$ cat src/rtl/sound_pkg.sv
// sound_pkg: codes shared between the sound sequencer and the sound card.
//   sound_t   : tone codes driven on `sound`
//   channel_t : channel codes driven on `channel` (CH_NONE mutes the card)
//   state_t   : sequencer FSM states
//   CLS_*     : event priority classes (goal > hit > wall)
//   event_t   : one decoded event (class plus the codes it plays)
//   event_desc: fixed table entry for event index 0..4, in tie-break order
package sound_pkg;

    typedef enum logic [1:0] {
        SND_NONE = 2'd0,
        SND_PING = 2'd1,
        SND_PONG = 2'd2,
        SND_GOAL = 2'd3
    } sound_t;

    typedef enum logic [1:0] {
        CH_NONE  = 2'd0,
        CH_RIGHT = 2'd1,
        CH_LEFT  = 2'd2,
        CH_BOTH  = 2'd3
    } channel_t;

    typedef enum logic [1:0] {
        IDLE = 2'd0,
        PLAY = 2'd1,
        GAP  = 2'd2
    } state_t;

    localparam logic [1:0] CLS_WALL = 2'd0;
    localparam logic [1:0] CLS_HIT  = 2'd1;
    localparam logic [1:0] CLS_GOAL = 2'd2;

    // Event indices, lowest index wins a same-cycle tie.
    localparam int EV_GOAL_LEFT  = 0;
    localparam int EV_GOAL_RIGHT = 1;
    localparam int EV_HIT_LEFT   = 2;
    localparam int EV_HIT_RIGHT  = 3;
    localparam int EV_WALL       = 4;
    localparam int NUM_EVENTS    = 5;

    typedef struct packed {
        logic       valid;
        logic [1:0] cls;
        sound_t     snd;
        channel_t   ch;
    } event_t;

    localparam event_t EVENT_NONE = '{valid: 1'b0, cls: CLS_WALL,
                                      snd: SND_NONE, ch: CH_NONE};

    function automatic event_t event_desc(input int idx);
        event_t e;
        e       = EVENT_NONE;
        e.valid = 1'b1;
        case (idx)
            EV_GOAL_LEFT:  begin e.cls = CLS_GOAL; e.snd = SND_GOAL; e.ch = CH_LEFT;  end
            EV_GOAL_RIGHT: begin e.cls = CLS_GOAL; e.snd = SND_GOAL; e.ch = CH_RIGHT; end
            EV_HIT_LEFT:   begin e.cls = CLS_HIT;  e.snd = SND_PING; e.ch = CH_LEFT;  end
            EV_HIT_RIGHT:  begin e.cls = CLS_HIT;  e.snd = SND_PING; e.ch = CH_RIGHT; end
            default:       begin e.cls = CLS_WALL; e.snd = SND_PONG; e.ch = CH_BOTH;  end
        endcase
        return e;
    endfunction

endpackage

$ cat src/rtl/sound_timer.sv
// sound_timer: unsigned down-counter used for both tone and gap durations.
//   snd_clk : clock
//   rst     : synchronous active-high reset
//   load    : load `value` (counter takes value-1)
//   value   : duration in cycles, must be >= 1
//   done    : registered pulse, high during the last cycle of the duration
// After a load at edge n, done is high in cycle n+value, so the caller's
// state lasts exactly `value` cycles if it reacts to done on that edge.
module sound_timer #(
    parameter int CNT_W = 20
) (
    input  logic             snd_clk,
    input  logic             rst,
    input  logic             load,
    input  logic [CNT_W-1:0] value,
    output logic             done
);

    logic [CNT_W-1:0] cnt_reg;
    logic             done_reg;

    always_ff @(posedge snd_clk) begin
        if (rst) begin
            cnt_reg  <= '0;
            done_reg <= 1'b0;
        end else if (load) begin
            cnt_reg  <= value - CNT_W'(1);
            done_reg <= (value == CNT_W'(1));
        end else if (cnt_reg != '0) begin
            cnt_reg  <= cnt_reg - CNT_W'(1);
            done_reg <= (cnt_reg == CNT_W'(1));
        end else begin
            done_reg <= 1'b0;
        end
    end

    assign done = done_reg;

endmodule

$ cat src/rtl/sound_sequencer.sv
// sound_sequencer: turns one-cycle game events into timed sound/channel
// codes for the sound card, with goal multi-beep patterns, a one-deep
// pending slot and class-based preemption.
//   snd_clk    : clock
//   rst        : synchronous active-high reset
//   hit_left, hit_right, wall, goal_left, goal_right : one-cycle events
//   sound      : tone code (registered)
//   channel    : channel code (registered, CH_NONE whenever silent)
//   busy       : high whenever the sequencer is not idle (registered)
module sound_sequencer
    import sound_pkg::*;
#(
    parameter int               CNT_W      = 20,
    parameter logic [CNT_W-1:0] TONE_LEN   = CNT_W'(600000),
    parameter logic [CNT_W-1:0] GAP_LEN    = CNT_W'(300000),
    parameter int               GOAL_BEEPS = 3
) (
    input  logic       snd_clk,
    input  logic       rst,
    input  logic       hit_left,
    input  logic       hit_right,
    input  logic       wall,
    input  logic       goal_left,
    input  logic       goal_right,
    output logic [1:0] sound,
    output logic [1:0] channel,
    output logic       busy
);

    localparam logic [2:0] BEEP_LIMIT = 3'(GOAL_BEEPS);

    // Event table, indexed in tie-break order.
    logic [NUM_EVENTS-1:0] ev_req;
    event_t                ev_tbl [NUM_EVENTS];

    assign ev_req = {wall, hit_right, hit_left, goal_right, goal_left};

    for (genvar gi = 0; gi < NUM_EVENTS; gi++) begin : g_evt
        assign ev_tbl[gi] = event_desc(gi);
    end

    // Registered state
    state_t   state_reg, state_next;
    event_t   cur_reg,   cur_next;
    event_t   pend_reg,  pend_next;
    logic [2:0] beep_reg, beep_next;
    sound_t   sound_reg, sound_next;
    channel_t channel_reg, channel_next;
    logic     busy_reg,  busy_next;

    // Timer control
    logic             tmr_load;
    logic [CNT_W-1:0] tmr_value;
    logic             tmr_done;

    sound_timer #(.CNT_W(CNT_W)) u_timer (
        .snd_clk (snd_clk),
        .rst     (rst),
        .load    (tmr_load),
        .value   (tmr_value),
        .done    (tmr_done)
    );

    // Winner and runner-up of this cycle's events.
    event_t win, run;

    always_comb begin
        win = EVENT_NONE;
        run = EVENT_NONE;
        for (int i = 0; i < NUM_EVENTS; i++) begin
            if (ev_req[i]) begin
                if (!win.valid)      win = ev_tbl[i];
                else if (!run.valid) run = ev_tbl[i];
            end
        end
    end

    // Next-state decision.
    logic   start;
    event_t pend_cand;
    event_t pend_eff;
    logic   store;

    always_comb begin
        // The winner starts playing when idle or when it outranks the
        // current tone; otherwise it competes for the pending slot. When
        // the winner starts, the runner-up of the same cycle gets that
        // chance instead, so a simultaneous lower event is not lost.
        start     = win.valid && ((state_reg == IDLE) || (win.cls > cur_reg.cls));
        pend_cand = start ? run : win;
        store     = pend_cand.valid &&
                    (!pend_reg.valid || (pend_cand.cls >= pend_reg.cls));
        pend_eff  = store ? pend_cand : pend_reg;

        state_next = state_reg;
        cur_next   = cur_reg;
        beep_next  = beep_reg;
        pend_next  = pend_eff;
        tmr_load   = 1'b0;
        tmr_value  = TONE_LEN;

        if (start) begin
            state_next = PLAY;
            cur_next   = win;
            beep_next  = 3'd1;
            tmr_load   = 1'b1;
        end else if (state_reg != IDLE && tmr_done) begin
            if (state_reg == PLAY) begin
                if (cur_reg.snd == SND_GOAL && beep_reg < BEEP_LIMIT) begin
                    state_next = GAP;
                    tmr_load   = 1'b1;
                    tmr_value  = GAP_LEN;
                end else if (pend_eff.valid) begin
                    // Chain straight into the pending tone, no idle cycle.
                    state_next = PLAY;
                    cur_next   = pend_eff;
                    pend_next  = EVENT_NONE;
                    beep_next  = 3'd1;
                    tmr_load   = 1'b1;
                end else begin
                    state_next = IDLE;
                    cur_next   = EVENT_NONE;
                    beep_next  = 3'd0;
                end
            end else begin
                state_next = PLAY;
                beep_next  = beep_reg + 3'd1;
                tmr_load   = 1'b1;
            end
        end

        // Output codes follow the next state so they are registered with it.
        sound_next   = SND_NONE;
        channel_next = CH_NONE;
        busy_next    = (state_next != IDLE);
        if (state_next == PLAY) begin
            sound_next   = cur_next.snd;
            channel_next = cur_next.ch;
        end else if (state_next == GAP) begin
            // The card latches its last tone; channel alone mutes it.
            sound_next = SND_GOAL;
        end
    end

    always_ff @(posedge snd_clk) begin
        if (rst) begin
            state_reg   <= IDLE;
            cur_reg     <= EVENT_NONE;
            pend_reg    <= EVENT_NONE;
            beep_reg    <= 3'd0;
            sound_reg   <= SND_NONE;
            channel_reg <= CH_NONE;
            busy_reg    <= 1'b0;
        end else begin
            state_reg   <= state_next;
            cur_reg     <= cur_next;
            pend_reg    <= pend_next;
            beep_reg    <= beep_next;
            sound_reg   <= sound_next;
            channel_reg <= channel_next;
            busy_reg    <= busy_next;
        end
    end

    assign sound   = sound_reg;
    assign channel = channel_reg;
    assign busy    = busy_reg;

endmodule

$ cat config.mk
export PLATFORM = sky130hd
export DESIGN_NAME = sound_sequencer
export DESIGN_NICKNAME = d
export VERILOG_FILES = /design/src/rtl/sound_pkg.sv /design/src/rtl/sound_timer.sv /design/src/rtl/sound_sequencer.sv
export SDC_FILE = /design/constraint.sdc
export NUM_CORES = 1
export LEC_CHECK = 0
export BUFFER_PORTS_ARGS = -buffer_cell sky130_fd_sc_hd__buf_2
export CAP_MARGIN = 25
export CORE_UTILIZATION = 24
export DETAILED_ROUTE_END_ITERATION = 8
export PLACE_DENSITY_LB_ADDON = 0.12
export SLEW_MARGIN = 0
export SYNTH_ARGS = -nofsm -noshare
export SYNTH_HDL_FRONTEND = slang
export SYNTH_HIERARCHICAL = 1
export SYNTH_SLANG_ARGS = --single-unit
$ cat constraint.sdc
create_clock -name snd_clk -period 4.7 [get_ports snd_clk]
set_input_delay 0.94 -clock snd_clk [delete_from_list [all_inputs] [get_ports snd_clk]]
set_output_delay 0.94 -clock snd_clk [all_outputs]
set_load 0.1 [all_outputs]
==> results of run 1 <==
[cell type report]
type / count / area, sq um
clock buffer: 6 / 128.9
clock inverter: 2 / 35.03
fill: 1450 / 9495
inverter: 14 / 52.55
multi-input combinational: 377 / 2420
sequential: 44 / 880.8
tap: 176 / 220.2
timing repair buffer: 19 / 115.1
[critical path, stage by stage]
cell and delay (ns):
buf_2 0.12, inv_1 0.12, ha_1 0.22, o21ai_0 0.20, ha_1 0.35, nand2_1 0.09
o21a_1 0.34, nor3_1 0.09, a31oi_1 0.26, ha_1 0.28, nand2b_1 0.14, a211o_1 0.35
o211ai_1 0.11, nor2_1 0.09, nor4_1 0.37, o21bai_1 0.12, a21oi_1 0.19
[per-stage QoR]
step           power (W)  setup slack [ns]  cell area [sq um]
2_1_floorplan  0.0009655            0.5374               3466
3_3_place_gp    0.001097            0.4177               3689
3_5_place_dp    0.001092            0.2370               3689
4_1_cts         0.001498            0.5342               3852
5_1_grt         0.001589            0.2757               3852
6_report        0.001489            0.5356               3852
[metal layers]
| metal | up-vias | GRT usage, % | part of all wire, % |
|---|---|---|---|
| met4 | 0 | 4.297 | 2.0 |
| met5 | - | 0 | 0 |
| met2 | 38 | 21.60 | 47 |
| met1 | 1377 | 16.29 | 48 |
| met3 | 14 | 1.916 | 2.1 |
| li1 | 1572 | - | - |
[cells in the mapped netlist (all sizes together) (5+ instances only)]
cell	n
nor4	10
nand4	6
xor2	8
nand2b	8
nor2b	7
inv	14
or3	6
or2	6
or4	6
nand3	10
o22ai	13
nor2	37
o21ai	24
nor3	23
o21a	6
mux2i	5
a21oi	23
clkbuf	13
a211oi	7
buf	9
xnor2	24
ha	15
a31oi	7
dfxtp	44
nand2	33
[power groups by stage]
stage | logic (W) | clock network, W | registers [W]
after floorplan | 0.000426 | 0 | 0.000540
after global placement | 0.000587 | 0 | 0.000510
after detailed placement | 0.000583 | 0 | 0.000509
after CTS | 0.000587 | 0.000411 | 0.000501
after global routing | 0.000651 | 0.000425 | 0.000513
final | 0.000586 | 0.000403 | 0.000501
[logic make-up after synthesis]
kind of cell / after synthesis
simple gates: 168
compound gates: 112
flops: 44
buf+inv: 36
xor+xnor: 32
fa+ha+maj: 15
mux: 7
other cells: 2
[path summary, 6_finish.rpt]
check | slack (ns) | end | startpoint
setup / recovery | 0.54 | sound[0] | goal_left
hold / removal | 0.50 | cur_reg[4] | cur_reg[4]
setup reg to reg | 1.38 | sound[0] | cur_reg[5]
hold reg to reg | 0.50 | cur_reg[4] | cur_reg[4]
==> results.md, run 1 <==
* Area contributors post-synth: dfxtp_1 (27%), xnor2_1 (6.3%), ha_1 (5.7%), nor2_1 (4.1%), nand2_1 (3.6%)
* Netlist area before placement at approximately 3300 sq um
* Post-Route Setup TNS at 0 ns
* Dpl hpwl at 6.552 mm
* Clock Power Share at between 20% and 30%
* Worst reg-to-reg path cell count at 14
* Starting density of the core at 24.81%
* Hold slack final at 0.5045 ns
* Die ar. at approximately 14,000 sq um
* Initial antenna violation count at 0
* Root Driver: clkbuf_16
* Switching share of power at 39.07%
* Fmax at 0.2401 GHz
* H-tree depth at 2
* Post-synthesis xor/xnor area fraction at 8.462%
* Outcome: finished, final reports clean
* CP max FO at 8
* Endpoints failing hold at 0
* DRC viols at 0
* Worst Hold Class: reg2reg
* WL/cell at around 14 microns
* Slew Limit Fails at 0
* P_leak at 1.448 nW
* Register area share after synthesis at 26.60%
* Crit share post-route at 88.60%
* 1st-iter DRT viols at around 210
* Die X at around 120 microns
* Post-CTS Setup Bufs at 0
* Yosys reg bits at 44
* Post-Synth Adder-Cell Area at 5.667%
* Skew-Pair Late Insertion Delay at 0.29 ns
* NumNets Final at 483
* Leading cell type in the layout, fill and taps excluded: dfxtp_1
* Pin count of the biggest net entering global routing at 32
* # hold bufs at CTS at 0
* Max reg flops at 20
* Comb pwr share at 39.3%
* Share of cells above drive strength 1 at approximately 11%
* Crit end category: flop
* Post-CTS sizing at 0
* Post-synth top area cell: dfxtp_1
* Hold Path Stages at 2
* Core box area at 13,350 sq um
* RSZ-0062 raised after global routing: no
* Largest family of logic cells by synthesized area: simple AND/OR/NAND/NOR gates
* Most frequent cells in the layout: dfxtp_1 (44), conb_1 (43), nor2_1 (36)
* Detailed Route WL at between 8 and 9 mm
* Die Height at roughly 120 microns
* Placer Congestion at between 0.7 and 0.8
* Via count at 3,001
* Clk_skew at 0.006861 ns
* Final std cells w/o fill at between 600 and 700
* IO Pins at 12
* Crit path arrival time at 4.37 ns
* Worst vdd ir at 0.0001255 V
* Global-route wire length before repair at 14.63 mm
* CTS sink count at 44
* Startpoint Class: primary input
* Worst slew pin tran at 0.7880 ns
* Async SR Flop Fraction at 0%
* CTS Buffer Depth at 2
* Avg Inst Size Synth at roughly 8 sq um
* 1st-pass router iterations at 4
* Pint at 0.0009074 W
* Max cap viols at 0
* Core Util, Final at around 29%
* EDFF count, synth at 0
* Clock buffer count from CTS at 5
* Port Buf Inserts at 11
* Vias in the first global route at 2,942
* Synth Area in Simple Gates at 28.45%
* Mux share of post-synthesis cell area at 2.191%
* Std-Cell Rows at between 40 and 50
* CTS tree: done
* Predominant post-synthesis flop cell: dfxtp_1
* Routed Antenna Nets at 0
* Detail-routed via count per cell at 4.704
* Synth warn at 6
* Rel. slew slack at around 47%
* Compound-Gate Fraction of Synth Area at 23.42%
* Ant. Diodes at 0
* Cell count after synthesis at 416
* Crit path time final at ~4.2 ns
* All-Layer GR Usage at 12.72%
* CP required at 4.91 ns
* Placed cell count at 630
* Power Density at 386.5 nW/um^2
* Seq pwr share at roughly a third
* Total gr overflow at 0
* Setup violations, final at 0
* Area grow syn2layout at 16.32%
* Crit Path Class: in2reg
* Post-synth top area share at 26.60%
* Unique cell type count in the Yosys netlist at 74
* Register clock-pin slew on the reported worst setup and hold paths at 0.07 ns
* Switching pwr at 0.0005817 W
No activity file was read; power rests on OpenSTA's default activity.
==> inputs of run 2 (changes only) <==
--- a/config.mk
+++ b/config.mk
@@ -5,10 +5,9 @@
 export SDC_FILE = /design/constraint.sdc
 export NUM_CORES = 1
 export LEC_CHECK = 0
-export BUFFER_PORTS_ARGS = -buffer_cell sky130_fd_sc_hd__buf_2
-export CAP_MARGIN = 25
 export CORE_UTILIZATION = 24
 export DETAILED_ROUTE_END_ITERATION = 8
+export DONT_BUFFER_PORTS = 1
 export PLACE_DENSITY_LB_ADDON = 0.12
 export SLEW_MARGIN = 0
 export SYNTH_ARGS = -nofsm -noshare
==> constraint.sdc (replaced) <==
create_clock -name snd_clk -period 4.7 [get_ports snd_clk]
set_input_delay 0.235 -clock snd_clk [delete_from_list [all_inputs] [get_ports snd_clk]]
set_output_delay 0.235 -clock snd_clk [all_outputs]
set_load 0.1 [all_outputs]
==> results.md, run 2 (synthesized netlist as in run 1, its figures left out) <==
* Critical R2R Capture: sound[1]
* CP Cell Sequence: inv_1 > ha_1 > buf_4 > inv_1 > ha_1 > nor2b_1 > o21ai_0 > nand2_1 > a31oi_1 > ha_1 > nand2b_1 > a211o_1 > nand3_2 > mux2i_1 > o22ai_2 > a22o_1
* Initial antenna violation count at 0 (unchanged)
* Most frequent cells in the layout: dfxtp_1 (44), conb_1 (43), nor2_1 (36)
* Max cap viols at 0 (unchanged)
* All-Layer GR Usage at 13.18% (+0.46 points)
* Most numerous cell on the critical path: ha_1
* Starting density of the core at 24.81% (unchanged)
* Reg2reg setup slack at 1.35 ns (-0.03 ns)
* DP Area at 3611 sq um (-2.1%)
* Crit share post-route at 72.66% (-16 points)
* Crit end category: flop
* Skew-Pair Late Insertion Delay at 0.29 ns (about the same)
* Worst vdd ir at 0.0001472 V (+17%)
* Crit path buffers/inverters at 3 (+1)
* Worst reg-to-reg path cell count at 13 (-1)
* Ant. Diodes at 0 (unchanged)
* Post-CTS sizing at 0 (unchanged)
* Critical path's slowest cell: a211o_1
* # hold bufs at CTS at 0 (unchanged)
* Startpoint Class: primary input
* Total gr overflow at 0 (unchanged)
* Critical path's largest stage delay at 0.36 ns (about the same)
* Crit Path Class: in2reg
* Top cell family by delay on the critical path: compound AO/OA/AOI/OAI gates
* Min-delay src: rst
* Hold Path Stages at 1 (-1)
* Register clock-pin slew on the reported worst setup and hold paths at 0.07 ns (about the same)
* RSZ-0062 raised after global routing: no
* Root Driver: clkbuf_16
* Worst slew pin tran at 0.9944 ns (+0.2064 ns)
* Clk_skew at 0.008064 ns (+0.001203 ns)
* CTS sink count at 44 (unchanged)
* Vias in the first global route at 2,902 (-1.4%)
* IO Pins at 12 (unchanged)
* Rel. slew slack at 33.62% (-14 points)
* Port Buf Inserts at 0 (-11)
* Detail-routed via count per cell at 4.754 (+1.1%)
* Endpoints failing hold at 0 (unchanged)
* CP required at 4.88 ns (-0.03 ns)
* Routed Antenna Nets at 0 (unchanged)
* Pre-CTS setup slack at 1.028 ns (+0.7907 ns)
* Post-Route Setup TNS at 0 ns (unchanged)
* Placer Congestion at 0.8680 (+11%)
* Dpl hpwl at 6.614 mm (+0.94%)
* Via count at 2,962 (-1.3%)
* CTS Buffer Depth at 2 (unchanged)
* Crit path time final at 3.415 ns (-0.7495 ns)
* Leading cell type in the layout, fill and taps excluded: dfxtp_1
* Final std cells w/o fill at 623 (-2.4%)
* Setup violations, final at 0 (unchanged)
* Outcome: finished, final reports clean
* Smallest setup slack after layout at 1.285 ns (+0.7495 ns)
* Crit path arrival time at 3.60 ns (-0.77 ns)
* Global-route wire length before repair at 14.92 mm (+2.0%)
* Finished Cell Area at 3796 sq um (-1.5%)
* P_leak at 1.396 nW (-3.6%)
* Die X at 119.5 microns (unchanged)
* Placed cell count at 616 (-2.2%)
* H-tree depth at 2 (unchanged)
* Worst Hold Class: in2reg
* Power Density at 402.2 nW/um^2 (+4.0%)
* Fmax at 0.2928 GHz (+22%)
* Die ar. at 14,270 sq um (unchanged)
* R2r startpoint: cur_reg[5]
* WL/cell at 14.31 microns (+5.7%)
* Std-Cell Rows at 42 (unchanged)
* Hold slack final at 0.01650 ns (-0.4880 ns)
* Core box area at 13,350 sq um (unchanged)
* Clock buffer count from CTS at 5 (unchanged)
* CP max FO at 16 (+8)
* Slew Limit Fails at 0 (unchanged)
* DRC viols at 0 (unchanged)
* Pin count of the biggest net entering global routing at 32 (unchanged)
* 1st-pass router iterations at 4 (unchanged)
* CTS tree: done
* Area grow syn2layout at 14.62%
* Post-CTS Setup Bufs at 0 (unchanged)
* Hold worst-path end: state_reg[0]
* Max reg flops at 20 (unchanged)
* Detailed Route WL at 8.918 mm (+3.2%)
* NumNets Final at 469 (-2.9%)
* Die Height at 119.5 microns (unchanged)
* 1st-iter DRT viols at 280 (+35%)
* Share of cells above drive strength 1 at 8.501% (-2.8 points)
==> run 2: layout make-up <==
class                   count  area (sq um)
inverters                  14         52.55
repair buffers              5         37.54
clock inverters             2         60.06
multi-input cells         377          2420
flip-flops and latches     44         880.8
clock buffers               5         125.1
well taps                 176         220.2
fillers                  1466          9552
==> run 2: per-stage QoR <==
step / util [%] / power [W]
after global placement: 27.05 / 0.001082
after floorplan: - / 0.0009655
final: 28.44 / 0.001527
after CTS: 28.44 / 0.001537
after detailed placement: 27.05 / 0.001079
after global routing: 28.44 / 0.001633
==> run 2: worst max-delay path by stage <==
stage                     cells after the start  startpoint       end
after global placement                       16   goal_left  sound[1]
after floorplan                              16   goal_left  sound[1]
after detailed placement                     16   goal_left  sound[1]
final                                        16   goal_left  sound[1]
after global routing                         17   goal_left  sound[0]
after CTS                                    16   goal_left  sound[1]
==> run 2: layer usage <==
| metal | vias to the layer above | part of all wire (%) | routed length [microns] | track usage (%) |
|---|---|---|---|---|
| li1 | 1546 | - | - | - |
| met1 | 1342 | 47 | 4184 | 16.65 |
| met2 | 58 | 47 | 4208 | 22.43 |
| met3 | 16 | 3.4 | 299 | 2.347 |
| met4 | 0 | 2.5 | 225 | 4.375 |
| met5 | - | 0 | 0 | 0 |
==> run 2: worst register-to-register path: stages, from the launching register on <==
cell      delay, ns
dfxtp_1        0.33
inv_1          0.05
ha_1           0.31
nor2b_1        0.16
o21ai_0        0.30
nand2_1        0.22
a31oi_1        0.30
ha_1           0.27
nand2b_1       0.14
a211o_1        0.36
nand3_2        0.19
mux2i_1        0.30
o22ai_2        0.13
a22o_1         0.19
==> run 2: where the power goes <==
| group | leakage (nW) | internal, W | switching (W) |
|---|---|---|---|
| clock | 0.0899 | 0.000302 | 0.000149 |
| sequential | 0.365 | 0.000440 | 0.000110 |
| combinational | 0.941 | 0.000212 | 0.000315 |
==> inputs of run 3 (changes only) <==
--- a/config.mk
+++ b/config.mk
@@ -5,6 +5,7 @@
 export SDC_FILE = /design/constraint.sdc
 export NUM_CORES = 1
 export LEC_CHECK = 0
+export ABC_AREA = 1
 export CORE_UTILIZATION = 24
 export DETAILED_ROUTE_END_ITERATION = 8
 export DONT_BUFFER_PORTS = 1
==> constraint.sdc (replaced) <==
create_clock -name snd_clk -period 3.1 [get_ports snd_clk]
set_input_delay 0.155 -clock snd_clk [delete_from_list [all_inputs] [get_ports snd_clk]]
set_output_delay 0.155 -clock snd_clk [all_outputs]
set_load 0.1 [all_outputs]
==> results.md, run 3 <==
* Outcome: finished, final reports clean
* Core box area at 14,100 sq um (+5.6%)
* Die Height at 123.2 microns (+3.1%)
* Synth Area in Simple Gates at 43.70% (+15 points)
* Post-Route Setup TNS at 0 ns (unchanged)
* Predominant post-synthesis flop cell: dfxtp_1
* Area grow syn2layout at 17.42%
* Largest family of logic cells by synthesized area: simple AND/OR/NAND/NOR gates
* Critical path's largest stage delay at 0.33 ns (-0.03 ns)
* CP Cell Sequence: inv_1 > ha_1 > nand2_1 > nand2_1 > nand2_1 > a21oi_4 > inv_2 > a21oi_1 > inv_1 > ha_1 > o21ai_0 > nand2_1 > nand3_4 > buf_4 > nand2_1 > nand3_1 > nand2_1 > nand2_1 > nand2_1 > nand2_1 > a21oi_1
* DP Area at 3913 sq um (+8.4%)
* Clock buffer count from CTS at 5 (unchanged)
* Initial antenna violation count at 0 (unchanged)
* Skew-Pair Late Insertion Delay at 0.30 ns (about the same)
* Dpl hpwl at 7.926 mm (+20%)
* Core Util, Final at 29.38% (+0.94 points)
* Clk_skew at 0.009048 ns (+0.0009837 ns)
* Register clock-pin slew on the reported worst setup and hold paths at 0.07 ns (about the same)
* Detail-routed via count per cell at 4.450 (-6.4%)
* Worst Hold Class: in2reg
* All-Layer GR Usage at 14.67% (+1.5 points)
* GR Layer Usage met2 at 24.93% (+2.5 points)
* Die ar. at 15,190 sq um (+6.4%)
* Most numerous cell on the critical path: nand2_1
* Root Driver: clkbuf_16
* Pin count of the biggest net entering global routing at 28 (-13%)
* 1st-iter DRT viols at 149 (-47%)
* CTS sink count at 44 (unchanged)
* Hold Path Stages at 3 (+2)
* Crit path arrival time at 2.91 ns (-0.69 ns)
* Via count at 3,569 (+20%)
* GR Util met1 at 19.15% (+2.5 points)
* Leading cell type in the layout, fill and taps excluded: nand2_1
* Async SR Flop Fraction at 0% (unchanged)
* Post-synth top area cell: dfxtp_1
* Fmax at about 0.37 GHz
* EDFF count, synth at 0 (unchanged)
* Unique cell type count in the Yosys netlist at 45 (-39%)
* Port Buf Inserts at 0 (unchanged)
* Compound-Gate Fraction of Synth Area at 12.24% (-11 points)
* Die X at 123.2 microns (+3.1%)
* Post-Synth Adder-Cell Area at 5.321% (-0.35 points)
* Hold slack final at 0.03179 ns (+0.01529 ns)
* Cell count after synthesis at 570 (+37%)
* NumNets Final at 643 (+37%)
* Filler Cell Count at 1,594 (+8.7%)
* Critical path's slowest cell: dfxtp_1
* Setup violations, final at 0 (unchanged)
* Vias in the first global route at 3,443 (+19%)
* Area contributors post-synth: dfxtp_1 (25%), nand2_1 (15%), inv_1 (8.1%), nor2_1 (8.1%), nand3_1 (7.4%)
* CP max FO at 5 (-11)
* Max reg flops at 20 (unchanged)
* Crit path time final at 2.685 ns
* IO Pins at 12 (unchanged)
* Most frequent cells in the layout: nand2_1 (139), inv_1 (76), nor2_1 (76)
* Pre-CTS setup slack at -0.01777 ns (-1.046 ns)
* Global-route wire length before repair at 17.09 mm (+15%)
* Worst slew pin tran at 0.9682 ns (-0.02619 ns)
* Netlist area before placement at 3527 sq um (+6.5%)
* 1st-pass router iterations at 4 (unchanged)
* CTS Buffer Depth at 2 (unchanged)
* Mux share of post-synthesis cell area at 0% (-2.2 points)
* WL/cell at 12.55 microns (-12%)
* Synth warn at 6 (unchanged)
* RSZ-0062 raised after global routing: no
* DRC viols at 0 (unchanged)
* Std-Cell Rows at 43 (+2.4%)
* Rel. slew slack at 35.37% (+1.7 points)
* Smallest setup slack after layout at 0.4154 ns (-0.8698 ns)
* Crit share post-route at about 87%
* Max cap viols at 0 (unchanged)
* P_leak at 1.988 nW (+42%)
* Leading post-synthesis cells by instance count: nand2_1 (139), inv_1 (76), nor2_1 (76)
* Total gr overflow at 0 (unchanged)
* Avg Inst Size Synth at 6.188 sq um (-22%)
* Crit Path Class: reg2reg
* Worst vdd ir at 0.0004316 V (+190%)
* CTS tree: done
* Detailed Route WL at 10.06 mm (+13%)
* Register area share after synthesis at 24.97% (-1.6 points)
* H-tree depth at 2 (unchanged)
* Worst reg-to-reg path cell count at 21 (+8)
* Yosys reg bits at 44 (unchanged)
* Placer Congestion at 0.8633 (-0.54%)
* Starting density of the core at 25.02% (+0.21 points)
* Startpoint Class: flop
* M3 GR Usage at 2.906% (+0.56 points)
* Share of cells above drive strength 1 at 12.70% (+4.2 points)
* Gr busiest metal: met2
* Ant. Diodes at 0 (unchanged)
* Power Density at 484.6 nW/um^2 (+21%)
* Slew Limit Fails at 0 (unchanged)
* Finished Cell Area at 4141 sq um (+9.1%)
* Crit end category: flop
* Routed Antenna Nets at 0 (unchanged)
* Post-synth top area share at 24.97% (-1.6 points)
* Most common cell in the netlist: nand2_1
* Endpoints failing hold at 0 (unchanged)
* CP required at 3.33 ns (-1.55 ns)
* Post-synthesis xor/xnor area fraction at 2.235% (-6.2 points)
-- run 3: cell types whose count changed after synthesis, sizes merged, moves of 10 or more --
| cell | change |
|---|---|
| nor3 | -15 |
| clkbuf | -10 |
| nand2 | +117 |
| nand3 | +46 |
| o22ai | -12 |
| inv | +72 |
| nor2 | +62 |
| xnor2 | -22 |
-- run 3: kinds of logic after synthesis --
group | after synthesis
other cells | 2
buf+inv | 97
flops | 44
fa+ha+maj | 15
simple gates | 330
xor+xnor | 9
compound gates | 73
-- run 3: path summary, 6_finish.rpt --
kind,start,to,slack [ns]
setup reg to reg,cur_reg[5],sound[1],0.42
hold reg to reg,cur_reg[4],cur_reg[4],0.48
hold / removal,rst,pend_reg[1],0.03
setup / recovery,cur_reg[5],sound[1],0.42
-- run 3: critical path: cells and delay by family (launching register included) --
kind / cells / cell delay, ns
AOI/OAI and AO/OA: 4 / 0.64
adders and majority gates: 2 / 0.55
buffers and inverters: 4 / 0.34
DFF: 1 / 0.33
and+or+nand+nor: 11 / 0.76
-- run 3: layout make-up --
| class | instances | area (sq um) | area share [%] |
|---|---|---|---|
| Sequential cell | 44 | 880.8 | 21.27 |
| Multi-Input combinational cell | 467 | 2399 | 57.92 |
| Clock inverter | 2 | 38.79 | 0.9366 |
| Timing Repair Buffer | 16 | 132.6 | 3.202 |
| Inverter | 87 | 326.6 | 7.885 |
| Tap cell | 180 | 225.2 | 5.438 |
| Clock buffer | 6 | 138.9 | 3.353 |
-- run 3: per-stage QoR --
| stage | power (W) | instances |
|---|---|---|
| floorplan | 0.001199 | 608 |
| global placement | 0.001349 | 790 |
| detailed placement | 0.001343 | 790 |
| CTS | 0.002017 | 799 |
| global route | 0.002148 | 802 |
| finish | 0.002007 | 802 |
-- run 3: what timing repair did --
action | in CTS | in global routing
buffers inserted | 0 | 3
resized for setup | 0 | 2
hold buffers | 1 | 0
hold endpoints to repair | 27 | 0
endpoints found under the setup margin | 0 | 4
-- run 3: power by group --
group,internal [W],switching [W],leakage [nW]
sequential,0.000630,0.000105,0.365
clock,0.000404,0.000245,0.0871
combinational,0.000214,0.000409,1.54
total,0.00125,0.000759,1.99
-- run 3: layer usage --
layer / wire length [microns] / share of wire, %
met1: 4889 / 49
met2: 4722 / 47
met3: 390 / 3.9
met4: 61 / 0.61
met5: 0 / 0
